<file path="src/rtl/ps2_digit_scan_ctrl_if.sv">
// Byte-input and decoder link for ps2_digit_scan_ctrl.
// master: byte source plus the attached decoder; slave: the scan controller.
interface ps2_digit_scan_ctrl_if;
    logic [7:0] code_in;
    logic       code_valid;
    logic       clear;
    logic [7:0] dec_code;
    logic [6:0] dec_seg;

    modport master (
        output code_in,
        output code_valid,
        output clear,
        input  dec_code,
        output dec_seg
    );

    modport slave (
        input  code_in,
        input  code_valid,
        input  clear,
        output dec_code,
        input  dec_seg
    );
endinterface

</file>
<file path="src/rtl/ps2_digit_scan_ctrl.sv">
// PS/2 make-code parser, digit buffer and multiplexed 7-segment scan.
// Optional typematic-repeat suppression via `define REPEAT_FILTER_EN.
module ps2_digit_scan_ctrl #(
    parameter int unsigned NUM_DIGITS  = 4,
    parameter int unsigned REFRESH_DIV = 50000
) (
    input  logic                  i_clk,
    input  logic                  i_rst,
    ps2_digit_scan_ctrl_if.slave  bus,
    output logic [6:0]            o_seg,
    output logic [NUM_DIGITS-1:0] o_an,
    output logic [7:0]            o_key_count
);
    localparam int unsigned IDX_W = $clog2(NUM_DIGITS);
    localparam int unsigned CNT_W = $clog2(REFRESH_DIV);

    typedef enum logic [1:0] {
        IDLE,
        BRK,
        EXT,
        EXT_BRK
    } state_t;

    state_t           r_state;
    state_t           w_next;
    logic             w_elig;
    logic             w_brk_done;
    logic             w_accept;
    logic [7:0]       r_buf [NUM_DIGITS];
    logic [IDX_W-1:0] r_digit_idx;
    logic [CNT_W-1:0] r_refresh;
    logic [NUM_DIGITS-1:0] w_an;

    // clear suppresses every parser event, so a byte arriving with it is dropped
    always_comb begin
        w_next     = r_state;
        w_elig     = 1'b0;
        w_brk_done = 1'b0;
        if (bus.code_valid && !bus.clear) begin
            unique case (r_state)
                IDLE: begin
                    if (bus.code_in == 8'hE0) begin
                        w_next = EXT;
                    end else if (bus.code_in == 8'hF0) begin
                        w_next = BRK;
                    end else if (bus.code_in != 8'h00 && !bus.code_in[7]) begin
                        w_elig = 1'b1;
                    end
                end
                BRK: begin
                    w_next     = IDLE;
                    w_brk_done = 1'b1;
                end
                EXT: begin
                    w_next = (bus.code_in == 8'hF0) ? EXT_BRK : IDLE;
                end
                EXT_BRK: begin
                    w_next = IDLE;
                end
                default: w_next = IDLE;
            endcase
        end
    end

    always_ff @(posedge i_clk or posedge i_rst) begin
        if (i_rst) begin
            r_state <= IDLE;
        end else if (bus.clear) begin
            r_state <= IDLE;
        end else begin
            r_state <= w_next;
        end
    end

`ifdef REPEAT_FILTER_EN
    logic [7:0] r_last_make;
    logic       r_held;

    assign w_accept = w_elig && !(r_held && bus.code_in == r_last_make);

    always_ff @(posedge i_clk or posedge i_rst) begin
        if (i_rst) begin
            r_last_make <= '0;
            r_held      <= 1'b0;
        end else if (bus.clear) begin
            r_last_make <= '0;
            r_held      <= 1'b0;
        end else if (w_accept) begin
            r_last_make <= bus.code_in;
            r_held      <= 1'b1;
        end else if (w_brk_done && bus.code_in == r_last_make) begin
            r_held      <= 1'b0;
        end
    end
`else
    assign w_accept = w_elig;
`endif

    always_ff @(posedge i_clk or posedge i_rst) begin
        if (i_rst) begin
            for (int unsigned i = 0; i < NUM_DIGITS; i++) r_buf[i] <= '0;
            o_key_count <= '0;
        end else if (bus.clear) begin
            for (int unsigned i = 0; i < NUM_DIGITS; i++) r_buf[i] <= '0;
            o_key_count <= '0;
        end else if (w_accept) begin
            for (int unsigned i = 1; i < NUM_DIGITS; i++) r_buf[i] <= r_buf[i-1];
            r_buf[0]    <= bus.code_in;
            o_key_count <= o_key_count + 8'd1;
        end
    end

    always_ff @(posedge i_clk or posedge i_rst) begin
        if (i_rst) begin
            r_refresh   <= '0;
            r_digit_idx <= '0;
        end else if (r_refresh == CNT_W'(REFRESH_DIV - 1)) begin
            r_refresh   <= '0;
            r_digit_idx <= (r_digit_idx == IDX_W'(NUM_DIGITS - 1)) ? '0
                                                                   : r_digit_idx + IDX_W'(1);
        end else begin
            r_refresh   <= r_refresh + CNT_W'(1);
        end
    end

    assign bus.dec_code = r_buf[r_digit_idx];

    always_comb begin
        w_an              = '1;
        w_an[r_digit_idx] = 1'b0;
    end

    // seg and an share one register stage so the pins never show a digit/segment skew
    always_ff @(posedge i_clk or posedge i_rst) begin
        if (i_rst) begin
            o_seg <= 7'h7F;
            o_an  <= '1;
        end else begin
            o_seg <= bus.dec_seg;
            o_an  <= w_an;
        end
    end
endmodule
</file>
<file path="src/flat_wrapper.sv">
// flat-port wrapper written by rule: the top's interface ports become plain ports
module ps2_digit_scan_ctrl_flat 
#(
    parameter int unsigned NUM_DIGITS  = 4,
    parameter int unsigned REFRESH_DIV = 50000
)
  (i_clk, i_rst, o_seg, o_an, o_key_count, bus_code_in, bus_code_valid, bus_clear, bus_dec_code, bus_dec_seg);
  ps2_digit_scan_ctrl_if bus_i ();
  input  logic i_clk;
  input  logic i_rst;
  output logic [6:0] o_seg;
  output logic [NUM_DIGITS-1:0] o_an;
  output logic [7:0] o_key_count;
  input wire logic [$bits(bus_i.code_in)-1:0] bus_code_in;
  input wire logic [$bits(bus_i.code_valid)-1:0] bus_code_valid;
  input wire logic [$bits(bus_i.clear)-1:0] bus_clear;
  output wire logic [$bits(bus_i.dec_code)-1:0] bus_dec_code;
  input wire logic [$bits(bus_i.dec_seg)-1:0] bus_dec_seg;
  assign bus_i.code_in = bus_code_in;
  assign bus_i.code_valid = bus_code_valid;
  assign bus_i.clear = bus_clear;
  assign bus_dec_code = bus_i.dec_code;
  assign bus_i.dec_seg = bus_dec_seg;
  ps2_digit_scan_ctrl #(.NUM_DIGITS(NUM_DIGITS), .REFRESH_DIV(REFRESH_DIV)) u_core (.i_clk(i_clk), .i_rst(i_rst), .bus(bus_i), .o_seg(o_seg), .o_an(o_an), .o_key_count(o_key_count));
endmodule
</file>
<file path="config.mk">
export PLATFORM = sky130hd
export DESIGN_NAME = ps2_digit_scan_ctrl_flat
export DESIGN_NICKNAME = d
export VERILOG_FILES = /design/src/rtl/ps2_digit_scan_ctrl_if.sv /design/src/rtl/ps2_digit_scan_ctrl.sv /design/src/flat_wrapper.sv
export SDC_FILE = /design/constraint.sdc
export NUM_CORES = 1
export LEC_CHECK = 0
export CORE_ASPECT_RATIO = 0.7
export CORE_MARGIN = 8
export CORE_UTILIZATION = 41
export CTS_BUF_LIST = sky130_fd_sc_hd__clkbuf_4 sky130_fd_sc_hd__clkbuf_8
export CTS_CLUSTER_DIAMETER = 100
export DETAILED_ROUTE_END_ITERATION = 7
export HOLD_SLACK_MARGIN = 0.05
export MAX_ROUTING_LAYER = met4
export PLACE_DENSITY = 0.75
export SYNTH_ARGS = -nofsm -noshare
export SYNTH_HDL_FRONTEND = slang
export SYNTH_SLANG_ARGS = --single-unit
</file>
<file path="constraint.sdc">
create_clock -name i_clk -period 2.85 [get_ports i_clk]
set_clock_uncertainty 0.2 [all_clocks]
set_input_delay 0.4275 -clock i_clk [delete_from_list [all_inputs] [get_ports i_clk]]
set_output_delay 0.4275 -clock i_clk [all_outputs]
set_load 0.05 [all_outputs]
</file>
### Word-level counts from Yosys, hierarchy flattened

Cells that the tools add are included.
Widths: inputs -> output; s select.

| operators by class | value |
|---|---|
| bitwise operators | 2 |
| div/mod/pow operators | 0 |
| equal/unequal tests | 8 |
| multipliers | 0 |
| add/sub/neg operators | 3 |
| order comparisons | 3 |
| shifts and indexed selects | 0 |
| reduce and logical (&&, ||, !) cells | 11 |
| mux-type cells | 22 |

Operator list:

| operator | number |
|---|---|
| $mux 32 | 2 |
| $mux 8 | 4 |
| $add 16x1->16 const B | 1 |
| $bmux 8 s2 | 1 |
| $eq 16x16->1 const B | 1 |
| $eq 8x8->1 const B | 2 |
| $mux 16 | 1 |
| $mux 2 | 6 |
| $add 8x1->8 const B | 1 |
| $reduce_bool 8->1 | 1 |
| $eq 2x2->1 const B | 3 |
| $mux 1 | 6 |
| $pmux 2 s3 | 1 |
| $ne 4x2->1 const B | 1 |
| $not 4->4 | 1 |
| $reduce_bool 2->1 | 2 |
| $ge 3x3->1 const B | 1 |
| $logic_and 1x1->1 | 3 |
| $lt 2x3->1 const B | 1 |
| $not 2->3 | 1 |
| $add 2x1->2 const B | 1 |
| $demux 1 s2 | 1 |
| $eq 2x1->1 const B | 1 |
| $ge 2x1->1 const B | 1 |
| 4 further kinds | 5 |

| storage, ports and cells | value |
|---|---|
| memories | 0 |
| input bits | 19 |
| output and inout port bits | 27 |
| flip-flop bits (word level) | 71 |
| ROM bits | 0 |
| bits in latches | 0 |
| bits in writable memories | 0 |
| word-level logic and storage cells | 59 |

### Logic depth before layout (Yosys ltp)

Gate-level depths: netlist of run 1.

| depth | value |
|---|---|
| depth after elaboration | 9 |
| gate-level depth with buffers | 6 |
| gate-level depth less buffers | 5 |

### Least setup slack after synthesis of run 1

Ideal clock, no wire load.

| timing | value |
|---|---|
| path kind | reg-to-output |
| start | reg u_core.r_digit_idx[0] |
| end | out bus_dec_code[0] |
| arrival time | 1.535 ns |
| slack | 0.688 ns |
| path buffers | 1 |
| cell stages (with the launch flop) | 3 |
| data required time | 2.223 ns |
| path through | dfrtp_1 -> clkbuf_1 -> mux4_2 |

| on the way | value |
|---|---|
| word-level cells in the longest chain between the ends | 4 |

Ends and longest elaborated chain:

| what | RTL line | RTL |
|---|---|---|
| from (decl) | ps2_digit_scan_ctrl.sv:30 | `logic [IDX_W-1:0] r_digit_idx;` |
| from (signal assigned) | ps2_digit_scan_ctrl.sv:119 | `r_digit_idx <= (r_digit_idx == IDX_W'(NUM_DIGITS - 1)) ? '0` |
| $not 2->3 (not written as such) | ps2_digit_scan_ctrl.sv:126 | `assign bus.dec_code = r_buf[r_digit_idx];` |
| $bmux 8 s2 | ps2_digit_scan_ctrl.sv:126 |  |
| $mux 8 (not written as such) (2 in series) | ps2_digit_scan_ctrl.sv:126 |  |
| to (decl) | flat_wrapper.sv:17 | `output wire logic [$bits(bus_i.dec_code)-1:0] bus_dec_code;` |

Every way passes these cells. The select of a mux whose other input is x is not followed.

### Worst setup path in the final report of run 1

| timing | value |
|---|---|
| start | reg u_core.r_digit_idx[0] |
| end | out bus_dec_code[3] |

The elaborated chain is that of the path after synthesis.

==> flow_summary.toml, run 1 <==
[synth]
synth_area_leaders = "dfrtp_1 (46%), dfstp_2 (8.8%), mux4_2 (5.5%), a21oi_1 (4.4%), nand3_1 (4.0%)"
synth_top_area_share_pct = 45.6
synthArstFlopShare_pct = 100
ys_seq_area_share_pct = 54.4
synth_area_per_cell_um2 = 10.8
synth_warnings = 0
synthCells = 306
yosys_register_bits = 71
syn_nets = 331
synth_cell_types = 37
ys.flop_type = "dfrtp_1"
yosysTopAreaCell = "dfrtp_1"
synth_area_mm2 = 0.00329
synth_edf_count = 0
synthTopCellsByCount = "dfrtp_1 (60), a21oi_1 (29), nand3_1 (26), o21ai_0 (26), inv_1 (18)"
synth.most_common_cell = "dfrtp_1"

[run]
drv_cap = 0

[worst_setup_path]
worstPathRequired_ns = 2.22
ff2ff_path_depth = 5
path_max_fanout = 6
end_kind = "output port"
critPathKind = "flop to output port"
start_kind = "flop"
arrival_ns = 1.94

[routing]
viasPerCell = 5.55
wl_per_cell_um = 16.0
drc = 0
drt_iter0_drc = 242
first_pass_iters = 4
via_count = 2570
ant_nets = 0
wirelength_um = 7390

[clock_network]
clk_latency_ns = 0.36
root_buffer = "clkbuf_8"
path_clk_slew_ns = 0.07
clock_path_buffers = 2
cts_tree = "done"
htree_levels = 3
numClockSinks = 71
cts_inserted_buffers = 9

[global_route]
grt_pass1_wl_um = 12400
grt_max_degree = 66
overflow = 0
first_global_vias = 2531
antenna_found_initial = 0
grtUsageTotal_pct = 14.3

[final_layout]
area_growth_syn_to_layout_pct = 25.4
layout.nets = 382
drive_above_1_share_pct = 18.0
antenna_cells = 0
fillers = 704

[die]
dieArea_mm2 = 0.0112
ios = 46
floorplan.initialDensity_pct = 42.0
die_x_um = 123
coreArea_mm2 = 0.00784
die_h_um = 91.0
row_count = 27

[place]
place.gp.congestion = 0.860
io_buffer_count = 45
hpwl_um = 4970

[timing]
tns_ns = 0
relSlewSlack_pct = 51.8
setup_viol = 0
rsz0062_at_grt = "false"
period_share_pct = 90.2
maxClockFrequency_mhz = 389
hold_viol_final = 0
worst_pin_slew_ns = 0.717
min_period_ns = 2.57
slew_viol_final = 0

[min_path]
hp-class = "primary input to flop"
hold_depth = 1

[power]
p_leak_nw = 1.69
p_total_w = 0.00209
max-vdd-ir-drop_mv = 0.313
powerDensity_mw_per_mm2 = 508

[status]
status = "finished, final reports clean"
==> cells by family after synthesis <==
kind of cell | after synthesis | share of synthesized area [%]
AND/OR/NAND/NOR | 96 | 16.4
AO/OA/AOI/OAI | 75 | 13.2
flip-flops | 71 | 54.4
buffers and inverters | 37 | 4.45
multiplexers | 12 | 6.81
XOR/XNOR | 9 | 2.40
adder cells (fa/ha/maj) | 6 | 2.28
==> power breakdown <==
group | switching [W] | leakage, nW | internal (W)
registers | 0.00000644 | 0.937 | 0.00102
logic | 0.0000993 | 0.641 | 0.0000550
clock network | 0.000387 | 0.113 | 0.000526
==> cell usage in the layout, fill, tap and decap left out, types with 4 or more instances in the layout <==
master	netlist	layout
clkbuf_8	0	10
nor3_1	12	12
nand2_1	11	11
a21oi_1	29	29
nor2b_1	4	4
o21ai_0	26	25
clkdlybuf4s50_1	0	37
xor2_1	4	4
nand4_1	6	6
ha_1	6	6
xnor2_1	5	5
buf_4	1	18
a31o_2	5	5
nand3_1	26	26
inv_1	18	17
dfrtp_1	60	60
dfstp_2	11	11
or4_1	7	7
mux4_2	8	8
o31ai_1	10	10
nor2_1	11	11
==> final cells by class <==
cell class / instances / area, um^2 / share of cell area [%]
Clock buffer: 11 / 145 / 3.52
Multi-Input combinational cell: 198 / 1360 / 33.0
Sequential cell: 71 / 1790 / 43.4
Clock inverter: 5 / 81.3 / 1.97
Tap cell: 101 / 126 / 3.06
Inverter: 18 / 67.6 / 1.64
Timing Repair Buffer: 59 / 552 / 13.4
==> worst max-delay path, cell delays in order (launching register included) <==
cell	delay, ns
dfrtp_1	0.57
mux4_2	0.57
dlygate4sd2_1	0.44
==> flip-flops by register name, indices dropped and copies added (netlist names) <==
register	cells
u_core.r_state	2
u_core.o_key_count	8
u_core.r_buf	32
u_core.r_digit_idx	2
u_core.o_seg	7
u_core.r_refresh	16
u_core.o_an	4
==> final timing paths <==
check                                 endpoint                   from  slack [ns]
max reg2reg                   u_core.r_buf[28]      u_core.r_state[1]        0.54
min in group asynchronous      u_core.o_seg[2]                  i_rst        0.29
max in group asynchronous       u_core.o_an[2]                  i_rst        1.76
max                            bus_dec_code[3]  u_core.r_digit_idx[0]        0.28
min                            u_core.o_seg[3]         bus_dec_seg[3]        0.28
min reg2reg                u_core.r_refresh[0]    u_core.r_refresh[0]        0.28
==> metrics by stage <==
stage                     cell area [um^2]  instances  setup slack [ns]  hold WS (ns)  util [%]
after global placement                3900        447             0.160         0.268      49.8
after detailed placement              3900        447            0.0773         0.275      49.8
final                                 4130        463             0.279         0.276      52.6
after CTS                             4130        463             0.228         0.258      52.6
after global routing                  4130        463             0.191         0.272      52.6
after floorplan                       3290        306             0.444         0.232         -
==> what timing repair did <==
action | in CTS | in global routing
hold buffers | 0 | 0
endpoints found under the setup margin | 3 | 0
buffers inserted | 0 | 0
resized for setup | 3 | 0
==> layer usage <==
metal	share of wire (%)	global-route usage [%]
met5	0	-
met4	0.88	3.90
met3	6.3	5.50
met2	45	19.5
met1	48	19.4
Note: power is estimated with default switching activity, not from simulation.
==> run 2: changes to the inputs <==
--- a/config.mk
+++ b/config.mk
@@ -7,13 +7,13 @@
 export LEC_CHECK = 0
 export CORE_ASPECT_RATIO = 0.7
 export CORE_MARGIN = 8
-export CORE_UTILIZATION = 41
-export CTS_BUF_LIST = sky130_fd_sc_hd__clkbuf_4 sky130_fd_sc_hd__clkbuf_8
+export CORE_UTILIZATION = 35
+export CTS_BUF_LIST = sky130_fd_sc_hd__clkbuf_8
 export CTS_CLUSTER_DIAMETER = 100
 export DETAILED_ROUTE_END_ITERATION = 7
 export HOLD_SLACK_MARGIN = 0.05
 export MAX_ROUTING_LAYER = met4
-export PLACE_DENSITY = 0.75
+export PLACE_DENSITY = 0.67
 export SYNTH_ARGS = -nofsm -noshare
 export SYNTH_HDL_FRONTEND = slang
 export SYNTH_SLANG_ARGS = --single-unit
==> run 2 against run 1 <==
- critical path depth up 1
- final cell count up 4.3%
- global-route usage down 2.2 points
- sequential cell count unchanged
- combinational power about the same
- non-clock buffer count down 3
- worst setup slack better by 0.032 ns
- count of clock-buffer cells in the layout down 2
- clock power down 1%
- routed wire length down 0.61%
- critical endpoint is now bus_dec_code[0]
==> flow_summary.toml, run 2 (synthesis results as in run 1) <==
[power]
p_leak_nw = 1.67
clkPwrFrac_pct = 43.2
combPwrFrac_pct = 7.5
p_seq_share_pct = 49.3
p_switching_w = 0.000506
intPower_w = 0.00158
powerDensity_mw_per_mm2 = 502
max-vdd-ir-drop_mv = 0.194
p_sw_share_pct = 24.2

[place]
io_buffer_count = 45
place.gp.congestion = 0.765
place_area_mm2 = 0.00393
hpwl_um = 4950

[die]
die_h_um = 97.1
die_x_um = 132
floorplan.initialDensity_pct = 36.1
ios = 46
row_count = 29
coreArea_mm2 = 0.00911
dieArea_mm2 = 0.0128

[final_layout]
final_common_cell = "dfrtp_1"
area_growth_syn_to_layout_pct = 26.2
regArea_mm2 = 0.00179
regMostFlops = "u_core.r_buf"
antenna_cells = 0
layout.nets = 379
reg.largest.list = "u_core.r_buf: 32 flops, u_core.r_refresh: 16 flops, u_core.o_key_count: 8 flops"
drive_above_1_share_pct = 18.1
final_util_pct = 45.6
final_cell_area_mm2 = 0.00415
fillers = 822
multiInputGateArea_mm2 = 0.00136
largest_reg_flops = 32
final_cell_mix = "dfrtp_1 (60), clkdlybuf4s50_1 (37), a21oi_1 (29)"

[timing]
hold_viol_final = 0
tns_ns = 0
relSlewSlack_pct = 52.4
setup_viol = 0
rsz0062_at_grt = "false"
worst_pin_slew_ns = 0.708
min_period_ns = 2.54
slew_viol_final = 0
maxClockFrequency_mhz = 394
period_share_pct = 89.1

[worst_setup_path]
reg2reg_from = "u_core.r_refresh[5]"
path_buf_inv = 2
cpMaxStageDelayCell = "dfrtp_1"
worstPathRequired_ns = 2.22
path_max_fanout = 8
startpoint = "u_core.r_digit_idx[0]"
critPathKind = "flop to output port"
cpPeakStageDelay_ns = 0.61
start_kind = "flop"
crit_family = "flip-flops"
arrival_ns = 1.91
path_cells = "buf_4, mux4_2, buf_4"
end_kind = "output port"
crit_top_cell = "buf_4"

[global_route]
grt_pass1_wl_um = 12300
first_global_vias = 2367
grt_max_degree = 43
overflow = 0
antenna_found_initial = 0
grtUsageTotal_pct = 12.1

[routing]
wirelength_um = 7340
viasPerCell = 5.33
wl_per_cell_um = 15.2
drc = 0
ant_nets = 0
drt_iter0_drc = 247
first_pass_iters = 4
via_count = 2573

[clock_network]
htree_levels = 3
cts_hold_buf = 0
path_clk_slew_ns = 0.08
postCtsSetupBuffers = 0
post_cts_resize_count = 0
cts_inserted_buffers = 9
numClockSinks = 71
clk_latency_ns = 0.35
cts_tree = "done"
root_buffer = "clkbuf_8"
clock_path_buffers = 2

[run]
drv_cap = 0

[status]
status = "finished, final reports clean"

[min_path]
hp-class = "primary input to asynchronous set/reset pin"
==> run 2: cell types whose count changed in the layout (fill, tap and decap cells not counted), sizes merged <==
| cell | change |
|---|---|
| dlygate4sd2 | -3 |
| inv | +3 |
| clkbuf | -2 |
| clkinv | -2 |
| clkinvlp | +1 |
==> run 2: stage by stage <==
stage	std cells	setup slack (ns)	power [W]	hold WS, ns
after floorplan	306	0.444	0.00113	0.232
after CTS	483	0.251	0.00211	0.140
after global placement	467	0.179	0.00120	0.264
final	483	0.311	0.00209	0.148
after global routing	483	0.170	0.00218	0.143
after detailed placement	467	0.154	0.00121	0.270
==> run 2: area by class of cell <==
cell class                 instances  area share, %
multi-input combinational        198           32.8
tap                              124           3.74
clock inverter                     7           2.44
sequential                        71           43.1
inverter                          18           1.63
clock buffer                       9           2.98
timing repair buffer              56           13.3
==> run 2: worst register-to-register path: cells and delay by family (launching register included) <==
family	cells	cell delay [ns]
AND/OR/NAND/NOR	3	1.29
flip-flops	1	0.43
multiplexers	1	0.28
==> run 2: path summary, 6_finish.rpt <==
path,endpoint,depth (start not counted),slack (ns)
max,bus_dec_code[0],3,0.31
max reg2reg,u_core.r_refresh[11],4,0.55
min in group i_clk,u_core.o_seg[3],1,0.28
max in group asynchronous,u_core.o_seg[3],3,1.72
min reg2reg,u_core.r_refresh[0],1,0.29
min,u_core.r_digit_idx[1],2,0.15
==> run 2: power groups by stage <==
stage / Clock [W] / Sequential [W] / Combinational, W
after detailed placement: 0 / 0.00105 / 0.000159
after global routing: 0.000981 / 0.00103 / 0.000170
after global placement: 0 / 0.00105 / 0.000158
after floorplan: 0 / 0.00107 / 0.0000628
after CTS: 0.000928 / 0.00103 / 0.000159
final: 0.000901 / 0.00103 / 0.000157
==> run 2: routing by layer <==
layer | global-route usage (%) | vias to the layer above | share of wire (%)
met4 | 4.84 | 0 | 1.5
met1 | 16.6 | 1273 | 50
met5 | - | - | 0
met3 | 3.67 | 9 | 5.7
li1 | - | 1214 | -
met2 | 16.3 | 77 | 43
==> run 3: changes to the inputs <==
--- a/config.mk
+++ b/config.mk
@@ -7,13 +7,12 @@
 export LEC_CHECK = 0
 export CORE_ASPECT_RATIO = 0.7
 export CORE_MARGIN = 8
-export CORE_UTILIZATION = 35
-export CTS_BUF_LIST = sky130_fd_sc_hd__clkbuf_8
+export CORE_UTILIZATION = 48
 export CTS_CLUSTER_DIAMETER = 100
 export DETAILED_ROUTE_END_ITERATION = 7
 export HOLD_SLACK_MARGIN = 0.05
 export MAX_ROUTING_LAYER = met4
-export PLACE_DENSITY = 0.67
+export PLACE_DENSITY = 0.83
 export SYNTH_ARGS = -nofsm -noshare
 export SYNTH_HDL_FRONTEND = slang
 export SYNTH_SLANG_ARGS = --single-unit
==> run 3 against run 2 <==
- power fell by 6.0%
- combinational power barely moved
- critical path type unchanged
- register-to-register slack barely moved
==> flow_summary.toml, run 3 (synthesis results as in run 1) <==
[power]
combPwrFrac_pct = 7.9
intPower_w = 0.00147
max-vdd-ir-drop_mv = 0.282
p_seq_share_pct = 52.4
p_switching_w = 0.000486
p_leak_nw = 1.70
powerDensity_mw_per_mm2 = 478
p_sw_share_pct = 24.8
clkPwrFrac_pct = 39.6

[worst_setup_path]
worstPathRequired_ns = 2.22
critPathKind = "flop to output port"
path_max_fanout = 5
end_kind = "output port"
arrival_ns = 2.15
start_kind = "flop"

[clock_network]
htree_levels = 3
cts_tree = "done"
path_clk_slew_ns = 0.08
root_buffer = "clkbuf_8"
clk_latency_ns = 0.34
cts_inserted_buffers = 9
clock_path_buffers = 2
post_cts_resize_count = 0
numClockSinks = 71
postCtsSetupBuffers = 0
cts_hold_buf = 0

[routing]
drc = 0
first_pass_iters = 5
wl_per_cell_um = 16.0
via_count = 2602
viasPerCell = 5.69
wirelength_um = 7310
ant_nets = 0
drt_iter0_drc = 248

[timing]
rsz0062_at_grt = "false"
slew_viol_final = 0
relSlewSlack_pct = 65.5
tns_ns = 0
period_share_pct = 97.4
hold_viol_final = 0
maxClockFrequency_mhz = 360
setup_slack_ns = 0.0730
hold_slack_ns = 0.257
min_period_ns = 2.78
worst_pin_slew_ns = 0.516
setup_viol = 0

[status]
status = "finished, final reports clean"

[final_layout]
area_growth_syn_to_layout_pct = 24.6
final_cells = 457
final_util_pct = 61.2
final_cell_mix = "dfrtp_1 (60), clkdlybuf4s50_1 (38), a21oi_1 (29)"
reg.largest.list = "u_core.r_buf: 32 flops, u_core.r_refresh: 16 flops, u_core.o_key_count: 8 flops"
layout.nets = 383
regMostFlops = "u_core.r_buf"
fillers = 555
final_common_cell = "dfrtp_1"
antenna_cells = 0
largest_reg_flops = 32
drive_above_1_share_pct = 18.5

[place]
post-place-ws_ns = 0.0814
hpwl_um = 5180
io_buffer_count = 45
place.gp.congestion = 0.795
place_inst = 441

[global_route]
first_global_vias = 2617
grt_max_degree = 46
overflow = 0
antenna_found_initial = 0
grt_pass1_wl_um = 12600
grtUsageTotal_pct = 16.4

[die]
floorplan.initialDensity_pct = 49.2
coreArea_mm2 = 0.00669
ios = 46
die_h_um = 85.3
die_x_um = 115
row_count = 25
dieArea_mm2 = 0.00980

[run]
drv_cap = 0

[min_path]
hp-class = "primary input to asynchronous set/reset pin"
run 3: cell count changes in the layout (fill, tap and decap cells not counted), sizes merged:
cell / previous run / this run
clkinv: 0 / 2
clkdlybuf4s50: 37 / 38
bufinv: 2 / 0
clkinvlp: 2 / 0
clkbuf: 9 / 11
buf: 19 / 21
dlymetal6s2s: 0 / 1
run 3: worst paths after layout:
check                                      startpoint                     to  slack [ns]  cells after the start
max in group asynchronous                       i_rst         u_core.o_an[3]        1.85                      3
worst min-delay path                            i_rst    u_core.r_refresh[7]        0.26                      3
min in group i_clk                u_core.r_refresh[0]    u_core.r_refresh[0]        0.28                      1
worst max register to register      u_core.r_state[1]  u_core.o_key_count[5]        0.56                      4
worst max-delay path            u_core.r_digit_idx[0]        bus_dec_code[4]        0.07                      2
worst min register to register    u_core.r_refresh[0]    u_core.r_refresh[0]        0.28                      1
run 3: area by class of cell:
class,instances,area [um^2],share of cell area (%)
clock buffers,11,163,3.97
clock inverters,5,35.0,0.855
inverters,18,67.6,1.65
multi-input cells,198,1360,33.2
flip-flops and latches,71,1790,43.7
well taps,94,118,2.87
repair buffers,60,563,13.7
run 3: per-layer routing:
| layer | share of wire, % | track usage [%] |
|---|---|---|
| met3 | 6.6 | 3.97 |
| met4 | 1.1 | 5.58 |
| met5 | 0 | - |
| met2 | 48 | 25.2 |
| met1 | 45 | 20.9 |
run 3: metrics by stage:
| stage | total power (W) | cell area [um^2] |
|---|---|---|
| after detailed placement | 0.00120 | 3900 |
| final | 0.00196 | 4100 |
| after CTS | 0.00198 | 4100 |
| after global placement | 0.00120 | 3900 |
| after global routing | 0.00204 | 4100 |
| after floorplan | 0.00113 | 3290 |
run 3: worst max-delay path: stages, from the launching register on:
cell,delay [ns]
dfrtp_1,0.53
mux4_2,0.56
clkdlybuf4s50_1,0.72
run 3: power by group through the flow:
stage               clock, W  sequential, W  combinational (W)
global placement           0        0.00105           0.000154
finish              0.000777        0.00103           0.000155
detailed placement         0        0.00105           0.000156
floorplan                  0        0.00107          0.0000628
global route        0.000844        0.00103           0.000168
CTS                 0.000798        0.00103           0.000157
